==> src/rtl/decode_sequencer.sv <==
// Frame decode sequencer: walks block positions as IDCT blocks are accepted, then
// hands off to histogram / CDF units and counts finished frames.
module decode_sequencer #(
   parameter int IMAGE_WIDTH       = 320,
   parameter int IMAGE_HEIGHT      = 240,
   parameter int TABLE_EDGE_SIZE   = 8,
   parameter int CHANNELS          = 1,
   parameter int FRAME_COUNT_WIDTH = 16,
   localparam int BW  = IMAGE_WIDTH / TABLE_EDGE_SIZE,
   localparam int BH  = IMAGE_HEIGHT / TABLE_EDGE_SIZE,
   localparam int BWI = (BW > 1) ? $clog2(BW) : 1,
   localparam int BHI = (BH > 1) ? $clog2(BH) : 1
) (
   input  logic                         clk,
   input  logic                         rst_n,
   input  logic                         block_valid,
   output logic                         block_ready,
   input  logic [15:0]                  command,
   input  logic                         command_valid,
   input  logic                         histogram_done,
   input  logic                         cdf_done,
   output logic [1:0]                   block_channel,
   output logic [BWI-1:0]               decoded_width_block_index,
   output logic [BHI-1:0]               decoded_height_block_index,
   output logic                         image_generated,
   output logic                         histogram_generated,
   output logic                         start_CDF,
   output logic                         frame_done,
   output logic [FRAME_COUNT_WIDTH-1:0] frame_count,
   output logic                         overrun,
   output logic                         busy
);

   localparam logic [15:0] CDF_COMMAND = 16'hA050;

   typedef enum logic [1:0] {
      DECODE    = 2'd0,
      WAIT_HIST = 2'd1,
      CDF       = 2'd2,
      DONE      = 2'd3
   } state_t;

   state_t                       state_reg, state_next;
   logic [1:0]                   chan_reg, chan_next;
   logic [BWI-1:0]               wi_reg, wi_next;
   logic [BHI-1:0]               hi_reg, hi_next;
   logic                         hist_seen_reg, hist_seen_next;
   logic [FRAME_COUNT_WIDTH-1:0] fc_reg, fc_next;
   logic                         img_reg, img_next;
   logic                         hg_reg, hg_next;
   logic                         sc_reg, sc_next;
   logic                         fd_reg, fd_next;
   logic                         ready_reg;
   logic                         busy_reg;
   logic                         overrun_reg;
   logic [15:0]                  cmd_reg;

   logic accept;
   logic last_chan, last_col, last_row;

   assign accept    = block_valid && ready_reg;
   assign last_chan = (chan_reg == 2'(CHANNELS - 1));
   assign last_col  = (wi_reg == BWI'(BW - 1));
   assign last_row  = (hi_reg == BHI'(BH - 1));

   always_comb begin
      state_next     = state_reg;
      chan_next      = chan_reg;
      wi_next        = wi_reg;
      hi_next        = hi_reg;
      hist_seen_next = hist_seen_reg;
      fc_next        = fc_reg;
      img_next       = 1'b0;
      hg_next        = 1'b0;
      sc_next        = 1'b0;
      fd_next        = 1'b0;
      case (state_reg)
         DECODE: begin
            if (histogram_done) hist_seen_next = 1'b1;
            if (accept) begin
               if (!last_chan) begin
                  chan_next = chan_reg + 2'd1;
               end else begin
                  chan_next = 2'd0;
                  if (!last_col) begin
                     wi_next = wi_reg + BWI'(1);
                  end else begin
                     wi_next = '0;
                     if (!last_row) begin
                        hi_next = hi_reg + BHI'(1);
                     end else begin
                        hi_next    = '0;
                        img_next   = 1'b1;
                        state_next = WAIT_HIST;
                     end
                  end
               end
            end
         end
         WAIT_HIST: begin
            if (hist_seen_reg || histogram_done) begin
               hg_next        = 1'b1;
               hist_seen_next = 1'b0;
               // Decision uses the command held before this cycle's strobe
               if (cmd_reg == CDF_COMMAND) begin
                  sc_next    = 1'b1;
                  state_next = CDF;
               end else begin
                  state_next = DONE;
               end
            end
         end
         CDF: begin
            if (cdf_done) state_next = DONE;
         end
         DONE: begin
            fd_next    = 1'b1;
            fc_next    = fc_reg + FRAME_COUNT_WIDTH'(1);
            state_next = DECODE;
         end
         default: state_next = DECODE;
      endcase
   end

   always_ff @(posedge clk or negedge rst_n) begin
      if (!rst_n) begin
         state_reg     <= DECODE;
         chan_reg      <= '0;
         wi_reg        <= '0;
         hi_reg        <= '0;
         hist_seen_reg <= 1'b0;
         fc_reg        <= '0;
         img_reg       <= 1'b0;
         hg_reg        <= 1'b0;
         sc_reg        <= 1'b0;
         fd_reg        <= 1'b0;
         ready_reg     <= 1'b0;
         busy_reg      <= 1'b0;
         overrun_reg   <= 1'b0;
         cmd_reg       <= 16'h0000;
      end else begin
         state_reg     <= state_next;
         chan_reg      <= chan_next;
         wi_reg        <= wi_next;
         hi_reg        <= hi_next;
         hist_seen_reg <= hist_seen_next;
         fc_reg        <= fc_next;
         img_reg       <= img_next;
         hg_reg        <= hg_next;
         sc_reg        <= sc_next;
         fd_reg        <= fd_next;
         ready_reg     <= (state_next == DECODE);
         busy_reg      <= (state_next != DECODE);
         if (block_valid && !ready_reg) overrun_reg <= 1'b1;
         if (command_valid) cmd_reg <= command;
      end
   end

   assign block_ready                = ready_reg;
   assign block_channel              = chan_reg;
   assign decoded_width_block_index  = wi_reg;
   assign decoded_height_block_index = hi_reg;
   assign image_generated            = img_reg;
   assign histogram_generated        = hg_reg;
   assign start_CDF                  = sc_reg;
   assign frame_done                 = fd_reg;
   assign frame_count                = fc_reg;
   assign overrun                    = overrun_reg;
   assign busy                       = busy_reg;

endmodule
==> config.mk <==
export PLATFORM = sky130hd
export DESIGN_NAME = decode_sequencer
export DESIGN_NICKNAME = d
export VERILOG_FILES = /design/src/rtl/decode_sequencer.sv
export SDC_FILE = /design/constraint.sdc
export NUM_CORES = 1
export LEC_CHECK = 0
export CORE_MARGIN = 1
export CORE_UTILIZATION = 45
export CTS_BUF_LIST = sky130_fd_sc_hd__clkbuf_4 sky130_fd_sc_hd__clkbuf_8 sky130_fd_sc_hd__clkbuf_16
export CTS_CLUSTER_DIAMETER = 200
export DETAILED_ROUTE_END_ITERATION = 10
export PLACE_DENSITY = 0.79
export SLEW_MARGIN = 20
export SYNTH_ARGS = -nofsm -noshare
export SYNTH_HDL_FRONTEND = slang
export SYNTH_SLANG_ARGS = --single-unit
==> constraint.sdc <==
create_clock -name clk -period 4.29 [get_ports clk]
set_input_delay 0.858 -clock clk [delete_from_list [all_inputs] [get_ports clk]]
set_output_delay 0.858 -clock clk [all_outputs]
set_load 0.02 [all_outputs]
==> run_results.csv <==
group,metric,value,unit
min_path,min_path_type,"reg -> reg",
worst_setup_path,path_max_fanout,11,
layout,final_nets,283,
detailed_routing,routed_wl,4.26,mm
timing,final.setup_skew,5.91,ps
clocking,clkTransAtPathRegs,90,ps
detailed_routing,first_iter_violations,40,
worst_setup_path,reg2reg_slack,2530,ps
pwr,combPwrFrac,29.7,%
pwr,p_switching,462,uW
floorplanning,ios,58,
synth,synth.area.mux_share,8.41,%
detailed_routing,viasPerCell,5.16,
clocking,cts_root_buffer,"clkbuf_8",
detailed_routing,vias,1683,
clocking,cts_buffers,5,
pwr,seq_power_share,49.1,%
timing,max_slew_margin,55.9,%
global_route,track_usage,17.7,%
layout,final_cell_mix,"clkdlybuf4s50_1, dfrtp_1, mux2_2, xnor2_1",
synth,synth-edff-count,0,
worst_setup_path,arrival,1590,ps
layout,layout_commonest_cell,"clkdlybuf4s50_1",
synth,ys_seq_area_share,57.5,%
timing,fin_crit_sh,57.1,%
clocking,cts_hold_buf,0,
worst_setup_path,start_kind,"flop",
layout,diodes,0,
synth,synth_compound_area_share,2.87,%
floorplanning,rows,26,
synth,yosysTopAreaCellShare,57.5,%
global_route,grt_max_degree,30,
timing,fin_hold_ws,479,ps
floorplanning,initial_core_util,46.9,%
detailed_routing,dr.pass1.iters,4,
min_path,worstHoldEndpoint,"frame_count[15]",
clocking,ctsResizeCount,0,
worst_setup_path,crit_slowest_cell,"clkdlybuf4s50_1",
pwr,ir_drop,0.000227,V
clocking,worstSkewPairLatency,290,ps
worst_setup_path,rr_endpoint,"decoded_height_block_index[4]",
global_route,grt_pass1_vias,1670,
synth,synth.distinct_cells,36,
layout,syn_to_final_growth,31.1,%
timing,worst_pin_slew,659,ps
pwr,p_int,969,uW
global_route,grt_pass1_wl,7.48,mm
worst_setup_path,worstPathCellList,"clkdlybuf4s50_1",
run_status,outcome,"complete, no violations",
worst_setup_path,crit_family,"buffers and inverters",
min_path,holdPathStages,1,
synth,synth_top_family_by_area,"simple AND/OR/NAND/NOR gates",
worst_setup_path,crit_path_end_kind,"primary output",
place,dpl.hpwl,3.28,mm
global_route,grt-ovfl-total,0,
synth,synth-xor-area-share,7.68,%
worst_setup_path,cp.buffers_inverters,1,
synth,synth_fa_ha_area_share,3.13,%
worst_setup_path,max_stage_delay,690,ps
floorplanning,die_w,75.0,um
clocking,cts_setup_buffers,0,
global_route,antenna_found_initial,0,
detailed_routing,ant_nets,0,
clocking,tritoncts,"built",
place,port_buffers,57,
synth,synth_ff_type,"dfrtp_1",
timing,max_freq,408,MHz
pwr,power.density,456,nW/um2
layout,final_area,3140,um2
synth,yosys.area.top_type,"dfrtp_1",
pwr,switching_share,32.3,%
timing,setup_viol,0,
floorplanning,core-area,5110,um2
worst_setup_path,worstPathRequired,3430,ps
worst_setup_path,ff2ff_path_depth,4,
job,max_cap_violations,0,
floorplanning,die_h,75.0,um
floorplanning,dieArea,5620,um2
pwr,p_leak,1.38,nW
timing,hold_viol,0,
synth,yosysWarnings,0,
synth,ys_seq_elements,55,
clocking,cts_num_sinks,55,
timing,min_period,2450,ps
place,postPlaceCellArea,3040,um2
clocking,cts.path.max_buffers,2,
synth,syn_area_per_cell,12.3,um2
synth,syn_nets,222,
timing,rsz0062_at_grt,"false",
clocking,cts_max_level,2,
detailed_routing,routedWlPerCell,13.1,um
synth,synthArstFlopShare,100,%
place,place_congestion,0.849,
synth,yosys-top-cells-area,"dfrtp_1, mux2_2, xnor2_1, ha_1, nand4_1",
detailed_routing,drc,0,
synth,syn_inst,194,
worst_setup_path,crit_type,"reg -> out",
synth,synth_area,2390,um2
synth,synth-simple-area-share,18.3,%
layout,layout-drive-gt1-share,13.3,%
place,place_inst,318,
timing,finalSetupTns,0,ps
min_path,hp-start,"frame_count[15]",
pwr,pwr-share-clk,21.2,%
worst_setup_path,rr_startpoint,"decoded_width_block_index[0]",
layout,final_cells,326,
timing,slew_violations,0,
## Yosys cell counts, drive strengths merged, types with 2 or more instances
library cell / n
nor3: 2
buf: 2
nand3: 8
dfrtp: 55
ha: 6
nand2: 15
nor2: 14
nor4: 9
nor4bb: 2
inv: 8
and3: 2
xor2: 6
clkbuf: 2
mux2: 17
xnor2: 15
o21ai: 6
nand4: 10
## metal layers
metal / routed length [um] / up-vias / track usage, % / share of wire [%]
li1: - / 802 / - / -
met1: 1850 / 834 / 22.3 / 43
met2: 2140 / 43 / 28.8 / 50
met3: 226 / 4 / 5.76 / 5.3
met4: 44 / 0 / 5.87 / 1.0
met5: 0 / - / 0 / 0
## worst max path at each step
stage                            startpoint  cells past startpoint                           end  slack (ps)
2_1_floorplan                 command_valid                      3                   cmd_reg[10]        2480
3_3_place_gp                    block_valid                      5  decoded_width_block_index[4]        1890
3_5_place_dp                    block_valid                      5  decoded_width_block_index[4]        1790
4_1_cts        decoded_width_block_index[3]                      1  decoded_width_block_index[3]        1820
5_1_grt        decoded_width_block_index[3]                      1  decoded_width_block_index[3]        1730
6_report       decoded_width_block_index[3]                      1  decoded_width_block_index[3]        1840
## cells by family after synthesis
group | count (synthesis)
flip-flops | 55
AO/OA/AOI/OAI | 11
multiplexers | 18
XOR/XNOR | 21
AND/OR/NAND/NOR | 71
buffers and inverters | 12
adder cells (fa/ha/maj) | 6
## final cells by class
class / instances / area, um2
Timing Repair Buffer: 58 / 573
Tap cell: 70 / 87.6
Sequential cell: 55 / 1380
Fill cell: 441 / 1970
Inverter: 8 / 30.0
Multi-Input combinational cell: 127 / 968
Clock buffer: 8 / 104
## stage by stage
stage          setup slack [ps]  util, %  total power, mW
3_3_place_gp               1890     59.4             1.13
3_5_place_dp               1790     59.4             1.14
4_1_cts                    1820     61.5             1.45
2_1_floorplan              2480        -            0.945
5_1_grt                    1730     61.5             1.52
6_report                   1840     61.5             1.43
## power groups by stage
stage | clock network [mW] | logic (mW) | registers (mW)
after floorplan | 0 | 0.188 | 0.757
after global placement | 0 | 0.419 | 0.712
after detailed placement | 0 | 0.426 | 0.714
after CTS | 0.315 | 0.428 | 0.703
after global routing | 0.336 | 0.465 | 0.717
final | 0.304 | 0.425 | 0.703
Power figures use the tool's default switching activity.
